**src/rtl/instr_fetch_pkg.sv**
```systemverilog
// Shared MIPS datapath constants: default bus widths, first fetch address after
// reset, and the NOP encoding decode uses for its bubble.
package instr_fetch_pkg;
  localparam int DEF_DATA_WIDTH = 32;
  localparam int DEF_ADDR_WIDTH = 4;
  localparam int DEF_RESET_PC   = 0;
  localparam logic [31:0] NOP_INSTR = 32'h0;
endpackage

```
**src/rtl/instr_fetch_skid.sv**
```systemverilog
// Single-entry skid register: loads a payload on stall, releases it on drain, flush wins.
// Zero-latency output of the held payload; full stays set until drain or flush.
module instr_fetch_skid #(
  parameter int WIDTH = 36
) (
  input  logic             clk,
  input  logic             reset_n,
  input  logic             flush,
  input  logic             load,
  input  logic             drain,
  input  logic [WIDTH-1:0] din,
  output logic             full,
  output logic [WIDTH-1:0] dout
);

  always_ff @(posedge clk or negedge reset_n) begin
    if (!reset_n) begin
      full <= 1'b0;
      dout <= '0;
    end else if (flush) begin
      full <= 1'b0;
    end else if (load) begin
      full <= 1'b1;
      dout <= din;
    end else if (drain) begin
      full <= 1'b0;
    end
  end

endmodule

```
**src/rtl/instr_fetch.sv**
```systemverilog
// MIPS fetch stage: owns the PC, hides the RAM's 1-cycle read latency, one word per cycle.
// Decode stall parks the in-flight word in a one-entry skid; redirect flushes everything.
module instr_fetch
  import instr_fetch_pkg::*;
#(
  parameter int DATA_WIDTH = DEF_DATA_WIDTH,
  parameter int ADDR_WIDTH = DEF_ADDR_WIDTH,
  parameter int RESET_PC   = DEF_RESET_PC
) (
  input  logic                  clk,
  input  logic                  reset_n,
  input  logic                  redirect_valid,
  input  logic [ADDR_WIDTH-1:0] redirect_pc,
  output logic [ADDR_WIDTH-1:0] mem_addr,
  input  logic [DATA_WIDTH-1:0] mem_rdata,
  output logic                  instr_valid,
  input  logic                  instr_ready,
  output logic [DATA_WIDTH-1:0] instr,
  output logic [ADDR_WIDTH-1:0] instr_pc
);

  localparam int PAYLOAD_WIDTH = DATA_WIDTH + ADDR_WIDTH;
  localparam logic [ADDR_WIDTH-1:0] PC_INIT = ADDR_WIDTH'(RESET_PC);

  logic [ADDR_WIDTH-1:0]    pc_q;
  logic [ADDR_WIDTH-1:0]    req_pc;
  logic                     req_valid;
  logic                     issue;
  logic                     skid_full;
  logic                     skid_load;
  logic                     skid_drain;
  logic [PAYLOAD_WIDTH-1:0] skid_dout;

  assign mem_addr = redirect_valid ? redirect_pc : pc_q;

  // Issuing is only safe when the word coming back next cycle has somewhere to go.
  assign issue      = redirect_valid | instr_ready | (~skid_full & ~req_valid);
  assign skid_load  = req_valid & ~skid_full & ~instr_ready & ~redirect_valid;
  assign skid_drain = skid_full & instr_ready;

  always_ff @(posedge clk or negedge reset_n) begin
    if (!reset_n) begin
      pc_q      <= PC_INIT;
      req_pc    <= '0;
      req_valid <= 1'b0;
    end else if (issue) begin
      pc_q      <= mem_addr + ADDR_WIDTH'(1);
      req_pc    <= mem_addr;
      req_valid <= 1'b1;
    end else begin
      req_valid <= 1'b0;
    end
  end

  instr_fetch_skid #(
    .WIDTH (PAYLOAD_WIDTH)
  ) u_skid (
    .clk     (clk),
    .reset_n (reset_n),
    .flush   (redirect_valid),
    .load    (skid_load),
    .drain   (skid_drain),
    .din     ({mem_rdata, req_pc}),
    .full    (skid_full),
    .dout    (skid_dout)
  );

  assign instr_valid        = ~redirect_valid & (skid_full | req_valid);
  assign {instr, instr_pc}  = skid_full ? skid_dout : {mem_rdata, req_pc};

endmodule

```
**config.mk**
```make
export PLATFORM = sky130hd
export DESIGN_NAME = instr_fetch
export DESIGN_NICKNAME = d
export VERILOG_FILES = /design/src/rtl/instr_fetch_pkg.sv /design/src/rtl/instr_fetch_skid.sv /design/src/rtl/instr_fetch.sv
export SDC_FILE = /design/constraint.sdc
export NUM_CORES = 1
export LEC_CHECK = 0
export BUFFER_PORTS_ARGS = -buffer_cell sky130_fd_sc_hd__buf_2
export CAP_MARGIN = 20
export CORE_MARGIN = 5
export CORE_UTILIZATION = 45
export DETAILED_ROUTE_END_ITERATION = 7
export PLACE_DENSITY = 0.74
export SLEW_MARGIN = 30
export SYNTH_ARGS = -nofsm -noshare
export SYNTH_HDL_FRONTEND = slang
export SYNTH_SLANG_ARGS = --single-unit
export TNS_END_PERCENT = 20
```
**constraint.sdc**
```tcl
create_clock -name clk -period 1.6 [get_ports clk]
set_clock_uncertainty 0.2 [all_clocks]
set_input_delay 0 -clock clk [delete_from_list [all_inputs] [get_ports clk]]
set_output_delay 0 -clock clk [all_outputs]
set_load 0.02 [all_outputs]
```
After elaboration in Yosys (flattened, before gate mapping) --
Cells that the tools add are included.
Storage, ports and cells: bits of input ports 40, flip-flop bits (word level) 46, logic and storage cells 27, output and inout bits 41
Cells by class: reduce and logical (&&, ||, !) cells 2, $add $sub $neg 1, bitwise gates (word level) 13, multiplexer cells 6
Operators with widths (number):
- $mux 36 | 1
- $and 1x1->1 | 6
- $add 4x1->4 const B | 1
- $mux 1 | 4
- $mux 4 | 1
- $not 1->1 | 4
- $or 1x1->1 | 3
- $reduce_bool 3->1 | 1
- $reduce_and 2->1 | 1

Depth between registers and ports, before layout --
Gate-level depths: netlist of run 1.
depth in word-level cells 6, mapped depth 5, gate-level depth less buffers 4

By module --
A second synthesis of run 1 with hierarchy kept.
Unflattened totals: cell total of the unflattened synthesis 153, area, all modules 2434.8 µm²
Modules (own cells, without submodules):
- instr_fetch_skid | sequential area each 925.9 µm², area each 1552.7 µm², cells an instance 81, times used 1
- instr_fetch | sequential area each 225.2 µm², area each 882.1 µm², cells an instance 72, times used 1

Worst setup path before layout of run 1 --
No wires, ideal clock.
path type reg-to-reg, from reg pc_q[0], to reg pc_q[2], cell stages (with the launch flop) 5, setup slack -0.040 ns, period minus slack after synthesis 1.640 ns, arrival time 1.315 ns, data required time 1.275 ns, path buffers 0, setup time 0.125 ns, cells stage by stage dfrtp_1 -> mux2_2 -> ha_1 -> xor2_1 -> mux2_2
Between the ends: longest elaborated chain between the ends 2
RTL lines:
- start, declared | RTL line instr_fetch.sv:25 | logic [ADDR_WIDTH-1:0] pc_q;
- start signal, assigned | RTL line instr_fetch.sv:47 | pc_q <= mem_addr + ADDR_WIDTH'(1);
- $mux 4 | RTL line instr_fetch.sv:34 | assign mem_addr = redirect_valid ? redirect_pc : pc_q;
- via mem_addr[0] | RTL line instr_fetch.sv:14 | output logic [ADDR_WIDTH-1:0] mem_addr,
- $add 4x1->4 | RTL line instr_fetch.sv:47
The timed path passes the listed nets, and every way through them passes these cells. A chain may end at the register's enable or synchronous reset.

Final worst setup path of run 1 --
from reg u_skid.full, to out instr[1]
Between the ends: longest elaborated chain between the ends 1
RTL lines:
- start, declared | RTL line instr_fetch_skid.sv:12 | output logic full,
- start signal, assigned | RTL line instr_fetch_skid.sv:18 | full <= 1'b0;
- start signal, assigned | RTL line instr_fetch_skid.sv:21 | full <= 1'b0;
- start signal, assigned | RTL line instr_fetch_skid.sv:23 | full <= 1'b1;
- $mux 36 | RTL line instr_fetch.sv:69 | assign {instr, instr_pc} = skid_full ? skid_dout : {mem_rdata, req_pc};
- end, declared | RTL line instr_fetch.sv:18 | output logic [DATA_WIDTH-1:0] instr,
No other way between the ends.

==> results.tsv, run 1 <==
stage	metric	value	unit
run_status	status	complete, but fails checks	
run_status	violations	negative setup slack	
job	maxCapViolCount	0	
sta	period_needed	1670	ps
critical_path	start_kind	flop	
sta	setup_slack	-74.6	ps
global_route	grt_pass1_wl	8290	um
logic_synthesis	synth.most_common_cell	mux2_2	
logic_synthesis	yosys.area.top_type	dfrtp_1	
finish	antenna_cells	0	
die	die_area	6850	um2
logic_synthesis	syn_area_per_cell	16.0	um2
detailed_routing	drc_errors	0	
critical_path	worstPathArrival	1470	ps
global_route	grt_use_met2	27.6	%
critical_path	crit_family	flip-flops	
global_route	gr-max-usage-layer	met2	
die	num_rows	26	
critical_path	cp_num_buf_inv	2	
power	p_leak	1.64	nW
critical_path	cp_slowest_cell	dfrtp_2	
global_route	antenna_found_initial	0	
global_route	use_met1	20.6	%
detailed_routing	drtIter0Drc	31	
global_route	grtUsageTotal	16.2	%
global_route	gr-total-overflow	0	
sta	tightest_slew	577	ps
die	io-pin-count	81	
placement	placed_cell_area	2880	um2
sta	setup_viol_count_final	71	
finish	area.growth.synth_to_final	45.0	%
clocking	cts_max_level	2	
die	die_h	82.7	um
sta	setup_tns	-2220	ps
sta	period_share	105	%
logic_synthesis	synth_area_leaders	dfrtp_1 (48%), mux2_2 (25%), mux2_4 (19%)	
critical_path	crit_type	reg2out	
clocking	path_clk_slew	80	ps
clocking	cts_max_path_buffers	2	
placement	place.gp.congestion	0.699	
power	p_per_area	1040	nW/um2
clocking	cts_tree	done	
sta	max_freq	0.597	GHz
critical_path	cp_max_fo	26	
clocking	cts-root-buf	clkbuf_8	
global_route	use_met3	3.36	%
sta	rsz0062_at_grt	true	
logic_synthesis	synth_common_cells	mux2_2 (52), dfrtp_1 (46), mux2_4 (30), buf_2 (4), buf_12 (3)	
logic_synthesis	synth_flop_cell	dfrtp_1	
finish	final_nets	317	
logic_synthesis	syn_nets	190	
critical_path	crit_path_end_kind	output port	
sta	relSlewSlack	61.5	%
logic_synthesis	synth_seq_cells	46	
finish	drive_above_1_share	66.8	%
clocking	clk_latency	290	ps
critical_path	worstPathRequired	1400	ps
clocking	cts_inserted_buffers	5	
critical_path	max_stage_delay	440	ps
detailed_routing	routed_via_density	4.73	
logic_synthesis	ys_types	16	
global_route	grt_pass1_vias	1800	
logic_synthesis	synthArstFlopShare	100	%
logic_synthesis	syn_area	2380	um2
die	start_util	46.3	%
logic_synthesis	ys_warn_count	0	
detailed_routing	first_pass_iters	3	
detailed_routing	ant_nets	0	
logic_synthesis	yosysSeqAreaShare	48.3	%
logic_synthesis	synth_edf_count	0	
placement	port-buffer-count	80	
placement	dpl.hpwl	3190	um
min_path	hp-class	in2reg	
sta	hold_violations	0	
logic_synthesis	synth.top_cell.area_share	48.3	%
global_route	grt_start_max_net_pins	47	
die	die_w	82.7	um
power	vdd.ir_drop.worst	0.699	mV
sta	drv_slew	0	
finish	fin_area	3450	um2
logic_synthesis	syn_inst	149	
detailed_routing	via_count	1643	
detailed_routing	wirelength	5310	um
clocking	clock_sinks	46	
critical_path	path_cells	buf_12 > mux2_2 > buf_2	
die	fp.coreArea	5140	um2
detailed_routing	wl_per_cell	15.3	um
-- path summary, 6_finish.rpt --
| path | startpoint | cells after the start | endpoint | slack, ps |
|---|---|---|---|---|
| setup / recovery | u_skid.full | 3 | instr[1] | -70 |
| hold / removal | instr_ready | 4 | pc_q[3] | 9 |
| setup reg to reg | u_skid.full | 3 | u_skid.dout[10] | -30 |
| hold reg to reg | u_skid.dout[31] | 1 | u_skid.dout[31] | 310 |
| max in group asynchronous | reset_n | 3 | u_skid.full | 630 |
| min in group asynchronous | reset_n | 3 | u_skid.dout[24] | 140 |
-- cells in the final DEF (no fill, tap or decap), drive strengths merged --
master,synthesis,layout
mux2,82,82
clkbuf,0,7
dfrtp,46,46
inv,2,2
o2111ai,1,1
bufbuf,0,1
clkinv,0,1
xnor2,1,1
nor3b,1,1
buf,9,90
or2,2,2
nor2,2,2
mux2i,1,1
dlygate4sd3,0,38
ha,1,1
xor2,1,1
-- power breakdown --
group	switching, mW	internal, mW
Clock	0.367	0.349
Sequential	0.153	1.44
Combinational	0.517	0.747
Total	1.04	2.54
-- what timing repair did --
item | CTS | global route
endpoints found under the hold margin | 85 | 0
hold buffers | 38 | 0
pin swaps | 1 | 0
buffers inserted | 1 | 0
cloned | 1 | 0
resized for setup | 12 | 9
endpoints found under the setup margin | 65 | 72
-- metrics by stage --
| stage | setup slack (ps) | util, % | hold WS [ps] | total power, mW | std cells |
|---|---|---|---|---|---|
| final | -74.6 | 67.2 | 9.07 | 3.58 | 347 |
| after global routing | -120 | 67.2 | 33.8 | 3.79 | 347 |
| after CTS | -85.1 | 66.7 | 7.24 | 3.58 | 347 |
| after detailed placement | -66.5 | 55.9 | -78.2 | 2.74 | 299 |
| after global placement | -9.22 | 55.9 | -77.1 | 2.72 | 299 |
| after floorplan | 2.00 | - | -496 | 2.41 | 149 |
-- final cells by class --
class                           count  area (um2)
Clock buffer                        7        86.3
Clock inverter                      1        5.00
Fill cell                         384        1690
Inverter                            2        7.51
Multi-Input combinational cell     92        1160
Sequential cell                    46        1150
Tap cell                           70        87.6
Timing Repair Buffer              129         952
-- state kept, by name, summed over array words and instances, names as in the netlist --
register	flops
req_pc	4
u_skid.full	1
req_valid	1
u_skid.dout	36
pc_q	4
-- worst reg2reg max path, cell delays in order, from the launching register on --
cell and delay (ps):
dfrtp_2 460, nor3b_4 240, bufbuf_16 330, mux2_4 300
-- cells by family after synthesis --
group / after synthesis / synth area share [%]
mux: 83 / 43.9
xor+xnor: 2 / 0.736
flops: 46 / 48.3
buf+inv: 11 / 4.62
fa+ha+maj: 1 / 0.525
simple gates: 5 / 1.47
compound gates: 1 / 0.368
-- routing by layer --
metal / wire [um] / vias up / part of all wire [%]
met5: 0 / - / 0
met4: 59 / 0 / 1.1
met3: 284 / 9 / 5.4
met2: 2560 / 45 / 48
met1: 2400 / 800 / 45
li1: - / 789 / -
Power figures use the tool's default switching activity.
==> run 2: changes to the inputs <==
Settings changed: PLACE_DENSITY 0.74 to 0.76.
==> run 2 against run 1 <==
  * The flow still finishes with violations (negative setup slack)
  * Highest routed layer unchanged
  * Final area rose by 4.9%
  * Non-clock buffer count rose by 4
  * Die area unchanged
  * Sequential power about the same
==> results.tsv, run 2 (synthesis gave the netlist of run 1 again) <==
stage	metric	value	unit	change
sta	relSlewSlack	61.7	%	+0.13 points
clocking	cts_max_path_buffers	2		unchanged
finish	top_register	u_skid.dout		
placement	port-buffer-count	80		unchanged
sta	setup_viol_count_final	58		-18%
clocking	clk_latency	290	ps	about the same
run_status	violations	negative setup slack		
min_path	hp-class	in2reg		
critical_path	cp_max_fo	17		-35%
detailed_routing	routed_via_density	4.87		+3.0%
placement	place_ws	-6.63	ps	+59.9 ps
die	num_rows	26		unchanged
power	p_per_area	1050	nW/um2	+1.5%
finish	mostFrequentLayoutCell	buf_2		
finish	utilization	70.4	%	+3.3 points
placement	place.gp.congestion	0.706		+0.96%
die	start_util	46.3	%	unchanged
finish	area.growth.synth_to_final	52.1	%	
die	die_h	82.7	um	unchanged
power	vdd.ir_drop.worst	0.747	mV	+6.9%
die	die_w	82.7	um	unchanged
critical_path	crit_type	reg2reg		
placement	placed_cell_area	2890	um2	+0.52%
detailed_routing	drc_errors	0		unchanged
clocking	path_clk_slew	80	ps	about the same
sta	hold_ws	32.4	ps	+23.3 ps
finish	final_nets	321		+1.3%
detailed_routing	ant_nets	0		unchanged
finish	largest_reg_flops	36		unchanged
clocking	cts-root-buf	clkbuf_8		
finish	largestRegisters	u_skid.dout: 36 flops, pc_q: 4 flops, req_pc: 4 flops		
sta	setup_slack	-78.3	ps	-3.75 ps
sta	hold_violations	0		unchanged
job	maxCapViolCount	0		unchanged
global_route	gr-total-overflow	0		unchanged
detailed_routing	first_pass_iters	3		unchanged
die	io-pin-count	81		unchanged
global_route	grtUsageTotal	16.6	%	+0.44 points
detailed_routing	wirelength	5900	um	+11%
clocking	cts_tree	done		
global_route	grt_pass1_wl	8510	um	+2.8%
sta	tightest_slew	575	ps	-1.93 ps
sta	max_freq	0.596	GHz	-0.22%
finish	layout_common_cells	buf_2 (65), mux2_4 (49), dfrtp_1 (45), dlygate4sd3_1 (38), mux2_2 (33)		
critical_path	worstPathArrival	1660	ps	+190 ps
critical_path	crit_path_end_kind	flop		
clocking	cts_max_level	2		unchanged
global_route	antenna_found_initial	0		unchanged
finish	drive_above_1_share	67.3	%	+0.47 points
critical_path	start_kind	flop		
placement	dpl.hpwl	3310	um	+3.9%
die	fp.coreArea	5140	um2	unchanged
global_route	grt_start_max_net_pins	47		unchanged
run_status	status	complete, but fails checks		
die	die_area	6850	um2	unchanged
clocking	clock_sinks	46		unchanged
sta	period_share	105	%	+0.23 points
global_route	grt_pass1_vias	1865		+3.6%
finish	antenna_cells	0		unchanged
power	total_power	3.81	mW	+6.5%
detailed_routing	via_count	1711		+4.1%
detailed_routing	drtIter0Drc	14		-55%
sta	drv_slew	0		unchanged
clocking	cts_inserted_buffers	5		unchanged
sta	period_needed	1680	ps	+3.75 ps
power	p_leak	1.73	nW	+5.5%
finish	fin_area	3620	um2	+4.9%
critical_path	worstPathRequired	1580	ps	+180 ps
detailed_routing	wl_per_cell	16.8	um	+9.9%
finish	fillers	379		-1.3%
sta	rsz0062_at_grt	true		
==> run 2: cell types whose count changed in the layout (fill, tap and decap cells not counted), sizes merged <==
cell	delta
buf	+3
bufbuf	-1
bufinv	+1
inv	+1
==> run 2: routing by layer <==
| metal | global-route usage (%) | up-vias | part of all wire, % |
|---|---|---|---|
| met3 | 4.66 | 10 | 7.0 |
| met1 | 19.6 | 842 | 40 |
| met2 | 29.2 | 60 | 51 |
| met5 | 0 | - | 0 |
| met4 | 5.39 | 0 | 1.6 |
| li1 | - | 799 | - |
==> run 2: where the power goes <==
part | switching [mW] | internal [mW] | total (mW) | leakage, nW
registers | 0.167 | 1.44 | 1.61 | 0.540
clock network | 0.390 | 0.468 | 0.858 | 0.0585
logic | 0.539 | 0.801 | 1.34 | 1.14
==> run 2: worst paths after layout <==
path	startpoint	to	slack [ps]	cells after the start
max in group asynchronous	reset_n	u_skid.full	660	3
min in group asynchronous	reset_n	u_skid.dout[20]	120	3
worst max register to register	u_skid.full	u_skid.dout[28]	-80	4
worst min register to register	u_skid.dout[22]	u_skid.dout[22]	310	1
worst min-delay path	instr_ready	pc_q[3]	30	4
worst max-delay path	u_skid.full	u_skid.dout[28]	-80	4
==> run 2: stage by stage <==
stage                     TNS, ps  instances
after CTS                   -2860        347
final                       -2550        351
after global routing        -6130        351
after detailed placement    -6.63        301
after global placement          0        301
after floorplan                 0        149
==> run 2: final cells by class <==
cell class	count	area, um2	share of cell area [%]
flip-flops and latches	46	1150	31.8
inverters	2	7.51	0.207
repair buffers	133	1060	29.3
well taps	70	87.6	2.42
clock inverters	3	43.8	1.21
clock buffers	5	68.8	1.90
multi-input cells	92	1200	33.1
==> run 2: worst max-delay path, stage by stage, from the launching register on <==
cell     delay [ps]
dfrtp_2         480
nor3b_4         220
buf_6           160
buf_12          180
mux2_4          310
==> run 2: repair_timing <==
action / 4_1_cts / 5_1_grt
setup buffers: 0 / 2
endpoints found under the hold margin: 85 / 0
gates resized for setup: 13 / 38
gates cloned: 0 / 2
endpoints found under the setup margin: 45 / 78
pin swaps: 0 / 0
hold buffers: 38 / 0
==> run 3: changes to the inputs <==
Settings changed: ABC_CLOCK_PERIOD_IN_PS set to 1600, GPL_TIMING_DRIVEN set to 0.
==> run 3 against run 2 <==
  * The flow still finishes with violations (negative setup slack)
  * Non-clock buffer count decreased by 4
  * Global-route usage increased by 0.092 points
  * Count of clock-buffer cells in the layout up 1
  * Worst setup slack got worse by 7.5 ps
  * First-iteration DRC count increased by 79%
  * Utilization fell by 3.3 points
  * Critical path type is now reg2out
  * Critical endpoint is now instr[12]
  * Largest cell class unchanged
==> results.tsv, run 3 (synthesis gave the netlist of run 1 again) <==
stage	metric	value	unit	change
critical_path	reg2reg_slack	-80	ps	about the same
sta	setup_slack	-85.8	ps	-7.50 ps
power	total_power	3.55	mW	-6.7%
power	p_leak	1.64	nW	-5.4%
global_route	antenna_found_initial	0		unchanged
min_path	min_to	pc_q[3]		
finish	top_register	u_skid.dout		
critical_path	r2r-start	u_skid.full		
critical_path	cp_max_fo	10		-7
detailed_routing	ant_nets	0		unchanged
power	p_int	2.52	mW	-7.1%
clocking	cts_max_level	2		unchanged
sta	relSlewSlack	61.7	%	about the same
global_route	grt_start_max_net_pins	47		unchanged
clocking	cts_inserted_buffers	5		unchanged
global_route	gr-total-overflow	0		unchanged
die	io-pin-count	81		unchanged
critical_path	cp_slowest_cell	dfrtp_1		
finish	largestRegisters	u_skid.dout: 36 flops, pc_q: 4 flops, req_pc: 4 flops		
clocking	clk_latency	280	ps	about the same
sta	period_needed	1690	ps	+7.50 ps
detailed_routing	drtIter0Drc	25		+11
placement	dpl.hpwl	3360	um	+1.4%
finish	drive_above_1_share	66.5	%	-0.71 points
finish	fillers	363		-4.2%
placement	port-buffer-count	80		unchanged
finish	mostFrequentLayoutCell	buf_2		
clocking	cts_tree	done		
sta	drv_slew	0		unchanged
power	switchingPower	1.03	mW	-5.7%
power	p_per_area	1030	nW/um2	-2.1%
power	switching_share	29.1	%	+0.32 points
power	p_clk_share	19.3	%	-3.2 points
finish	final_nets	317		-1.2%
power	vdd.ir_drop.worst	0.752	mV	+0.63%
critical_path	cp_num_buf_inv	3		+1
clocking	cts_max_path_buffers	2		unchanged
finish	antenna_cells	0		unchanged
detailed_routing	first_pass_iters	3		unchanged
die	die_w	82.7	um	unchanged
placement	placed_cell_area	2880	um2	-0.30%
clocking	path_clk_slew	80	ps	about the same
critical_path	crit_family	buffers and inverters		
clocking	clock_sinks	46		unchanged
run_status	violations	negative setup slack		
detailed_routing	drc_errors	0		unchanged
critical_path	worstPathRequired	1400	ps	-180 ps
finish	utilization	67.1	%	-3.3 points
critical_path	start_kind	flop		
sta	max_freq	0.593	GHz	-0.44%
die	start_util	46.3	%	unchanged
job	maxCapViolCount	0		unchanged
critical_path	path_cells	buf_6 > buf_6 > mux2_2 > buf_2		
global_route	grtUsageTotal	16.7	%	+0.092 points
critical_path	r2r-end	u_skid.dout[29]		
finish	finalNonFillerCells	345		-1.7%
clocking	cts-root-buf	clkbuf_8		
critical_path	r2r_cells	5		+1
finish	largest_reg_flops	36		unchanged
die	die_h	82.7	um	unchanged
placement	place_ws	-122	ps	-115 ps
finish	layout_common_cells	buf_2 (77), dfrtp_1 (46), mux2_2 (43), mux2_4 (39), dlygate4sd3_1 (37)		
critical_path	max_stage_delay	370	ps	-110 ps
die	fp.coreArea	5140	um2	unchanged
min_path	hp-class	in2reg		
critical_path	crit_path_end_kind	output port		
run_status	status	complete, but fails checks		
die	die_area	6850	um2	unchanged
global_route	grt_pass1_vias	1837		-1.5%
die	num_rows	26		unchanged
power	combPwrFrac	35.6	%	+0.4 points
min_path	worstHoldStart	redirect_valid		
detailed_routing	routed_via_density	4.77		-2.2%
placement	place.gp.congestion	0.717		+1.5%
finish	fin_area	3450	um2	-4.7%
sta	hold_violations	0		unchanged
detailed_routing	wl_per_cell	15.6	um	-7.0%
global_route	grt_pass1_wl	8690	um	+2.1%
sta	tightest_slew	575	ps	+0.289 ps
sta	rsz0062_at_grt	true		
detailed_routing	via_count	1645		-3.9%
finish	area.growth.synth_to_final	44.9	%	
min_path	whs_path_depth	3		-1
detailed_routing	wirelength	5390	um	-8.6%
critical_path	worstPathArrival	1490	ps	-170 ps
sta	period_share	105	%	+0.47 points
critical_path	crit_type	reg2out		
sta	setup_viol_count_final	71		+22%
placement	dp_cells	299		-0.66%
power	seq_power_share	45.1	%	+2.8 points
critical_path	crit_top_cell	buf_6		
==> run 3: worst reg2reg max path, delay by kind of cell, from the launching register on <==
family | cells | cell delay [ps]
and+or+nand+nor | 1 | 170
buffers and inverters | 3 | 490
DFF | 1 | 400
muxes | 1 | 300
==> run 3: metal layers <==
layer | part of all wire (%) | GRT usage [%]
met5 | 0 | 0
met2 | 51 | 29.9
met4 | 0.58 | 3.43
met3 | 6.7 | 4.34
met1 | 42 | 20.3
==> run 3: per-stage QoR <==
step           hold WS, ps  setup TNS [ps]
5_1_grt               13.8          -10320
3_5_place_dp          -155           -3430
4_1_cts              -14.7           -5570
6_report             0.782           -4310
3_3_place_gp          42.8           -3290
2_1_floorplan         -496               0
==> run 3: worst max path at each step <==
| stage | startpoint | to | cells past startpoint |
|---|---|---|---|
| after floorplan | u_skid.full | u_skid.dout[0] | 5 |
| after global routing | u_skid.full | instr[12] | 4 |
| after global placement | u_skid.full | u_skid.dout[35] | 5 |
| after detailed placement | u_skid.full | u_skid.dout[3] | 5 |
| final | u_skid.full | instr[12] | 4 |
| after CTS | u_skid.full | u_skid.dout[3] | 5 |
==> run 3: final cells by class <==
class | instances | area [um2] | share of cell area, %
Buffer | 9 | 125 | 3.63
Clock buffer | 6 | 82.6 | 2.39
Inverter | 2 | 7.51 | 0.218
Multi-Input combinational cell | 92 | 1170 | 34.0
Sequential cell | 46 | 1150 | 33.4
Tap cell | 70 | 87.6 | 2.54
Timing Repair Buffer | 120 | 823 | 23.9
==> run 3: power groups by stage <==
stage          sequential, mW  clock (mW)  combinational [mW]
2_1_floorplan            1.56           0               0.845
3_5_place_dp             1.61           0                1.12
4_1_cts                  1.59       0.725                1.24
5_1_grt                  1.64       0.774                1.36
6_report                 1.60       0.685                1.27
3_3_place_gp             1.59           0                1.10
==> run 3: what timing repair did <==
| item | CTS | global route |
|---|---|---|
| hold endpoints to repair | 84 | 0 |
| resized for setup | 13 | 8 |
| buffers inserted | 3 | 0 |
| setup endpoints to repair | 66 | 78 |
| hold buffers | 37 | 0 |
